==> config.mk <==
export PLATFORM = sky130hd
export DESIGN_NAME = access_control
export DESIGN_NICKNAME = d
export VERILOG_FILES = /design/src/rtl/access_control.sv
export SDC_FILE = /design/constraint.sdc
export NUM_CORES = 1
export LEC_CHECK = 0
export ABC_AREA = 1
export CAP_MARGIN = 20
export CORE_ASPECT_RATIO = 0.5
export CORE_UTILIZATION = 55
export CTS_BUF_LIST = sky130_fd_sc_hd__clkbuf_16
export CTS_CLUSTER_DIAMETER = 50
export DETAILED_ROUTE_END_ITERATION = 16
export PLACE_DENSITY_LB_ADDON = 0.15
export SETUP_SLACK_MARGIN = 0.05
export SLEW_MARGIN = 20
export SYNTH_ARGS = -nofsm -noshare
export SYNTH_HDL_FRONTEND = slang
export SYNTH_SLANG_ARGS = --single-unit
==> constraint.sdc <==
create_clock -name clk -period 2.71 [get_ports clk]
set_clock_uncertainty 0.1 [all_clocks]
set_input_delay 0.542 -clock clk [delete_from_list [all_inputs] [get_ports clk]]
set_output_delay 0.542 -clock clk [all_outputs]
set_load 0.03 [all_outputs]
==> src/rtl/access_control.sv <==
// Four-digit hex PIN entry; grants when the code matches USER_ID0/USER_ID1. Result appears two edges after the 4th digit.
// Buttons are only honoured in ENTRY. Optional ACCESS_LOCKOUT_EN adds the 3-strike lockout timer.
module access_control #(
    parameter logic [15:0] USER_ID0       = 16'h1234,
    parameter logic [15:0] USER_ID1       = 16'hABCD,
    parameter logic [31:0] LOCKOUT_CYCLES = 32'd50_000_000
) (
    input  logic        clk,
    input  logic        rst,
    input  logic        enable,
    input  logic [3:0]  switches,
    input  logic        btn_enter,
    input  logic        btn_clear,
    output logic        access_control_fb,
    output logic [15:0] userid,
    output logic [2:0]  digit_count,
    output logic [1:0]  status
);

    typedef enum logic [2:0] {IDLE, ENTRY, CHECK, GRANT, DENY, LOCK} state_t;

    state_t      state, state_nxt;
    logic [15:0] buffer, buffer_nxt;
    logic [2:0]  count, count_nxt;
    logic [15:0] userid_nxt;
`ifdef ACCESS_LOCKOUT_EN
    logic [1:0]  fail_cnt, fail_nxt;
    logic [31:0] lock_tmr, lock_tmr_nxt;
`endif

    always_ff @(posedge clk or posedge rst) begin
        if (rst) begin
            state  <= IDLE;
            buffer <= 16'h0000;
            count  <= 3'd0;
            userid <= 16'h0000;
`ifdef ACCESS_LOCKOUT_EN
            fail_cnt <= 2'd0;
            lock_tmr <= 32'd0;
`endif
        end else begin
            state  <= state_nxt;
            buffer <= buffer_nxt;
            count  <= count_nxt;
            userid <= userid_nxt;
`ifdef ACCESS_LOCKOUT_EN
            fail_cnt <= fail_nxt;
            lock_tmr <= lock_tmr_nxt;
`endif
        end
    end

    always_comb begin
        state_nxt  = state;
        buffer_nxt = buffer;
        count_nxt  = count;
        userid_nxt = userid;
`ifdef ACCESS_LOCKOUT_EN
        fail_nxt     = fail_cnt;
        lock_tmr_nxt = lock_tmr;
`endif
        // Leaving for IDLE always abandons any partial entry.
        if (!enable && state != IDLE) begin
            state_nxt  = IDLE;
            buffer_nxt = 16'h0000;
            count_nxt  = 3'd0;
`ifdef ACCESS_LOCKOUT_EN
            lock_tmr_nxt = 32'd0;
`endif
        end else begin
            case (state)
                IDLE: begin
                    if (enable) begin
                        state_nxt  = ENTRY;
                        buffer_nxt = 16'h0000;
                        count_nxt  = 3'd0;
                    end
                end
                ENTRY: begin
                    if (btn_clear) begin
                        buffer_nxt = 16'h0000;
                        count_nxt  = 3'd0;
                    end else if (btn_enter && count < 3'd4) begin
                        buffer_nxt = {buffer[11:0], switches};
                        count_nxt  = count + 3'd1;
                        if (count == 3'd3)
                            state_nxt = CHECK;
                    end
                end
                CHECK: begin
                    if (buffer == USER_ID0 || buffer == USER_ID1) begin
                        state_nxt  = GRANT;
                        userid_nxt = buffer;
`ifdef ACCESS_LOCKOUT_EN
                        fail_nxt = 2'd0;
`endif
                    end else begin
                        state_nxt  = DENY;
                        buffer_nxt = 16'h0000;
                        count_nxt  = 3'd0;
`ifdef ACCESS_LOCKOUT_EN
                        fail_nxt = (fail_cnt == 2'd3) ? 2'd3 : fail_cnt + 2'd1;
`endif
                    end
                end
                GRANT: ;
                DENY: begin
                    buffer_nxt = 16'h0000;
                    count_nxt  = 3'd0;
`ifdef ACCESS_LOCKOUT_EN
                    if (fail_cnt == 2'd3) begin
                        state_nxt    = LOCK;
                        lock_tmr_nxt = LOCKOUT_CYCLES - 32'd1;
                    end else begin
                        state_nxt = ENTRY;
                    end
`else
                    state_nxt = ENTRY;
`endif
                end
                LOCK: begin
`ifdef ACCESS_LOCKOUT_EN
                    // Timer is loaded with N-1 so LOCK occupies exactly N cycles.
                    if (lock_tmr == 32'd0) begin
                        state_nxt  = ENTRY;
                        fail_nxt   = 2'd0;
                        buffer_nxt = 16'h0000;
                        count_nxt  = 3'd0;
                    end else begin
                        lock_tmr_nxt = lock_tmr - 32'd1;
                    end
`else
                    state_nxt = IDLE;
`endif
                end
                default: state_nxt = IDLE;
            endcase
        end
    end

    always_comb begin
        access_control_fb = (state == GRANT);
        digit_count       = count;
        case (state)
            GRANT:   status = 2'b01;
            DENY:    status = 2'b10;
            LOCK:    status = 2'b11;
            default: status = 2'b00;
        endcase
    end

endmodule

==> metrics.cfg, run 1 <==
[layout]
drive_above_1_share_pct=14.09
antenna_cells=0
fin_util_pct=72.86
layout_commonest_cell=nand2_1
fill_cells=270
layout_common_cells=81 x nand2_1, 38 x dfrtp_1, 36 x nor2_1
final_nets=301
syn_to_final_growth_pct=24.74

[clock_tree]
clkTransAtPathRegs_ps=60
h-tree-depth=2
cts_setup_buffers=0
clock_path_buffers=2
cts_tree=done
hold_buffers=0
cts_resized=0
cts_inserted_buffers=5
clk_latency_ps=280
root_buffer=clkbuf_16
cts.sinks=38

[place]
place.gp.congestion=0.8795
io_buffers=30
hpwl_mm=2.787

[die]
dieArea_um2=3949
ios=31
die_x_um=87.88
core_area_um2=3472
num_rows=15
start_util_pct=58.41
die_h_um=44.94

[drt]
drt-vias-per-instance=4.719
dr.pass1.iters=4
drt_iter0_markers=63
wl_mm=4.056
detail-route-antenna-nets=0
vias=1614
drc=0
wl_per_cell_um=11.86

[yosys]
yosysSeqAreaShare_pct=46.88
synth_cells=256
synthTopCellsByArea=dfrtp_1 47%, nand2_1 15%, nor2_1 6.7%
syn-num-nets=267
async_flop_share_pct=100.0
synth-seq-cells=38
syn_area_per_cell_um2=7.923
yosys.area.top_type_share_pct=46.88
synth_edf_count=0
synthesis.area_um2=2028
synth_ff_type=dfrtp_1
yosysWarnings=0
yosysTopAreaCell=dfrtp_1
synthDistinctLibCells=24

[sta]
timing.setup.tns_ps=0
maxSlewHeadroom_pct=68.20
tightestPinTransition_ps=477.0
setup_viol=0
drv_slew=0
period_needed_ps=2365
period_share_pct=87.27
max_freq_mhz=422.8
hold_viol_final=0
rsz0062_at_grt=no

[setup_path]
critPathMaxFanout=5
reg2reg_depth=9
path_class=reg -> out
crit_path_end_kind=output port
reg2reg_from=buffer[13]
ff2ff_setup_slack_ps=940
start_kind=flip-flop
cp.arrival_ps=1720
required_ps=2070
reg2reg_to=buffer[9]
worstSetupStartpoint=state[1]

[power_and_ir_drop]
leakagePower_nw=1.260
seq_power_share_pct=35.7
p_sw_uw=511.6
ir_drop_mv=0.3646
internal_power_mw=1.240
comb_power_share_pct=21.7
power_density_nw_per_um2=692.3
power_switching_share_pct=29.21
pwr-share-clk_pct=42.7

[global_route]
antenna_found_initial=0
grt_pass1_vias=1558
grtUsageTotal_pct=23.47
grt-ovfl-total=0
grt_start_max_net_pins=39
grt_pass1_wl_mm=6.913

[hold_path]
hold_path_end=userid[9]
min_path_cells=2
hold_class=reg -> reg
worstHoldStart=userid[9]

[status]
status=completed

[run]
drv_cap=0

## worst max-delay path, stage by stage, from the launching register on
cell,delay (ps)
dfrtp_1,440
nor2_2,190
o21ai_0,90
inv_1,60
clkdlybuf4s50_1,660
## per-layer routing
layer | global-route usage, % | part of all wire, % | wire, µm | vias to the layer above
met5 | 0 | 0 | 0 | -
met1 | 30.35 | 50 | 2047 | 727
li1 | - | - | - | 844
met3 | 6.033 | 4.5 | 184 | 7
met2 | 39.84 | 44 | 1783 | 36
met4 | 6.885 | 0.99 | 40 | 0
## per-stage QoR
stage | hold WS [ps] | power, mW | cell area (µm²) | worst slack (ps) | cells
floorplan | 342.6 | 0.9424 | 2028 | 1128 | 256
global placement | 353.7 | 1.001 | 2341 | 480.5 | 334
detailed placement | 365.7 | 1.011 | 2341 | 429.6 | 334
CTS | 386.5 | 1.758 | 2530 | 343.4 | 342
global route | 417.7 | 1.824 | 2530 | 233.3 | 342
finish | 375.8 | 1.751 | 2530 | 344.9 | 342
## sequential cells by signal (all words and copies together), names as in the netlist
register and count:
state 3, digit_count 3, userid 16, buffer 16
## Yosys cell counts, types with 2 or more instances
master / n
dfrtp_1: 38
inv_2: 5
o21ai_0: 3
o21ai_1: 11
ha_1: 2
buf_4: 2
nand3_2: 10
nor2_1: 36
a21boi_0: 3
buf_6: 2
nand2_4: 3
nor2_4: 3
nor2_2: 4
buf_2: 2
inv_1: 32
nand3_1: 12
nand2_1: 81
## power groups by stage
stage               combinational (mW)  sequential (mW)  clock, mW
floorplan                        0.308            0.634          0
global placement                 0.369            0.633          0
detailed placement               0.377            0.634          0
CTS                              0.380            0.624      0.753
global route                     0.420            0.629      0.776
finish                           0.380            0.624      0.747
## final cells by class
class,count,area (µm²),area share [%]
clock inverters,3,63.81,2.522
multi-input cells,172,842.1,33.28
well taps,51,63.81,2.522
inverters,37,138.9,5.490
clock buffers,5,125.1,4.946
repair buffers,36,345.3,13.65
flip-flops and latches,38,950.9,37.59
## cells by family (layout without fill, tap and decap cells)
family / count (synthesis) / after routing / share of synthesized area, %
and+or+nand+nor: 152 / 152 / 35.29
AOI/OAI and AO/OA: 18 / 18 / 4.997
DFF: 38 / 38 / 46.88
adders and majority gates: 2 / 2 / 1.234
buffers and inverters: 46 / 81 / 11.60
## worst max-delay path by stage
stage / to / slack (ps) / depth (start not counted)
floorplan: access_control_fb / 1130 / 2
global placement: buffer[6] / 480 / 7
detailed placement: buffer[2] / 430 / 7
CTS: status[0] / 340 / 5
global route: status[0] / 230 / 5
finish: status[0] / 340 / 4
Power figures use the tool's default switching activity.
==> inputs of run 2 (changes only) <==
--- a/config.mk
+++ b/config.mk
@@ -7,7 +7,8 @@
 export LEC_CHECK = 0
 export ABC_AREA = 1
 export CAP_MARGIN = 20
-export CORE_ASPECT_RATIO = 0.5
+export CORE_ASPECT_RATIO = 0.8
+export CORE_MARGIN = 1.5
 export CORE_UTILIZATION = 55
 export CTS_BUF_LIST = sky130_fd_sc_hd__clkbuf_16
 export CTS_CLUSTER_DIAMETER = 50
==> metrics.cfg, run 2 (synthesis results as in run 1) <==
[sta]
tightestPinTransition_ps=462.4
period_share_pct=87.75
drv_slew=0
max_freq_mhz=420.5
hold_viol_final=0
period_needed_ps=2378
setup_viol=0
timing.setup.tns_ps=0
rsz0062_at_grt=no
maxSlewHeadroom_pct=69.17

[die]
die_h_um=57.32
num_rows=19
dieArea_um2=4063
ios=31
die_x_um=70.90
start_util_pct=58.44
core_area_um2=3471

[run]
drv_cap=0

[clock_tree]
clk_latency_ps=280
root_buffer=clkbuf_16
cts_tree=done
hold_buffers=0
cts.sinks=38
h-tree-depth=2
clkTransAtPathRegs_ps=50
cts_resized=0
cts_setup_buffers=0
clock_path_buffers=2
cts_inserted_buffers=5

[setup_path]
reg2reg_depth=7
reg2reg_to=buffer[0]
reg2reg_from=state[2]
critPathMaxStageDelay_ps=660
cp.arrival_ps=1740
path_class=reg -> out
crit_slowest_cell=clkdlybuf4s50_1
crit_path_end_kind=output port
cp_cell_sequence=nor2_2 -> o21ai_0 -> inv_1 -> clkdlybuf4s50_1
required_ps=2070
ff2ff_setup_slack_ps=920
critPathMaxFanout=5
start_kind=flip-flop

[layout]
syn_to_final_growth_pct=21.65
layout_common_cells=81 x nand2_1, 38 x dfrtp_1, 36 x nor2_1
layout_commonest_cell=nand2_1
antenna_cells=0
final_nets=301
final_cells=333
reg_top3=buffer (16), userid (16)
drive_above_1_share_pct=13.75

[place]
io_buffers=30
dp_cells=325
place.gp.congestion=0.7957
hpwl_mm=2.645

[power_and_ir_drop]
ir_drop_mv=0.4418
leakagePower_nw=1.241
power_density_nw_per_um2=624.8

[drt]
drt-vias-per-instance=4.931
vias=1642
drt_iter0_markers=128
wl_per_cell_um=11.83
wl_mm=3.941
drc=0
detail-route-antenna-nets=0
dr.pass1.iters=4

[global_route]
grtUsageTotal_pct=22.22
grt-ovfl-total=0
grt_start_max_net_pins=39
antenna_found_initial=0
grt_pass1_wl_mm=6.989
grt_pass1_vias=1531

[hold_path]
hold_path_end=userid[2]
hold_class=reg -> reg
min_path_cells=2
worstHoldStart=userid[2]

[status]
status=completed

run 2: changes by cell type in the layout (fill, tap and decap cells not counted):
cell | previous run | this run
inv_1 | 32 | 33
clkinv_2 | 0 | 1
bufinv_16 | 2 | 0
run 2: power breakdown:
part           switching (mW)  total (mW)  internal [mW]
Combinational           0.256       0.378          0.122
Sequential             0.0292       0.623          0.594
Clock                   0.209       0.540          0.332
run 2: area by class of cell:
class / count / area, µm²
clock buffer: 5 / 125.1
clock inverter: 3 / 12.51
fill: 294 / 1003
inverter: 37 / 138.9
multi-input combinational: 172 / 842.1
sequential: 38 / 950.9
tap: 42 / 52.55
timing repair buffer: 36 / 345.3
run 2: worst max-delay path by stage:
stage / start / to / slack, ps / cells past startpoint
after floorplan: state[1] / access_control_fb / 1130 / 2
final: state[1] / status[0] / 330 / 4
after global routing: state[1] / status[0] / 250 / 4
after detailed placement: enable / buffer[0] / 440 / 7
after global placement: enable / digit_count[0] / 480 / 7
after CTS: state[1] / status[0] / 320 / 4
run 2: metrics by stage:
| stage | power [mW] | hold WS (ps) | area (µm²) | util (%) | setup slack, ps |
|---|---|---|---|---|---|
| CTS | 1.555 | 373.5 | 2467 | 71.09 | 323.6 |
| floorplan | 0.9424 | 342.6 | 2028 | - | 1128 |
| finish | 1.542 | 369.5 | 2467 | 71.09 | 331.9 |
| detailed placement | 1.007 | 360.3 | 2330 | 67.12 | 439.3 |
| global placement | 1.004 | 355.5 | 2330 | 67.12 | 479.3 |
| global route | 1.630 | 407.1 | 2467 | 71.09 | 252.5 |
run 2: layer usage:
| layer | wire, µm | vias up | part of all wire, % | track usage [%] |
|---|---|---|---|---|
| li1 | - | 843 | - | - |
| met1 | 1905 | 763 | 48 | 31.04 |
| met2 | 1858 | 34 | 47 | 34.58 |
| met3 | 157 | 2 | 4.0 | 6.537 |
| met4 | 19 | 0 | 0.48 | 5.660 |
| met5 | 0 | - | 0 | 0 |
run 2: critical path: cells and delay by family, from the launching register on:
kind	cells	cell delay, ps
AOI/OAI and AO/OA	1	110
buffers and inverters	2	720
DFF	1	430
and+or+nand+nor	1	190
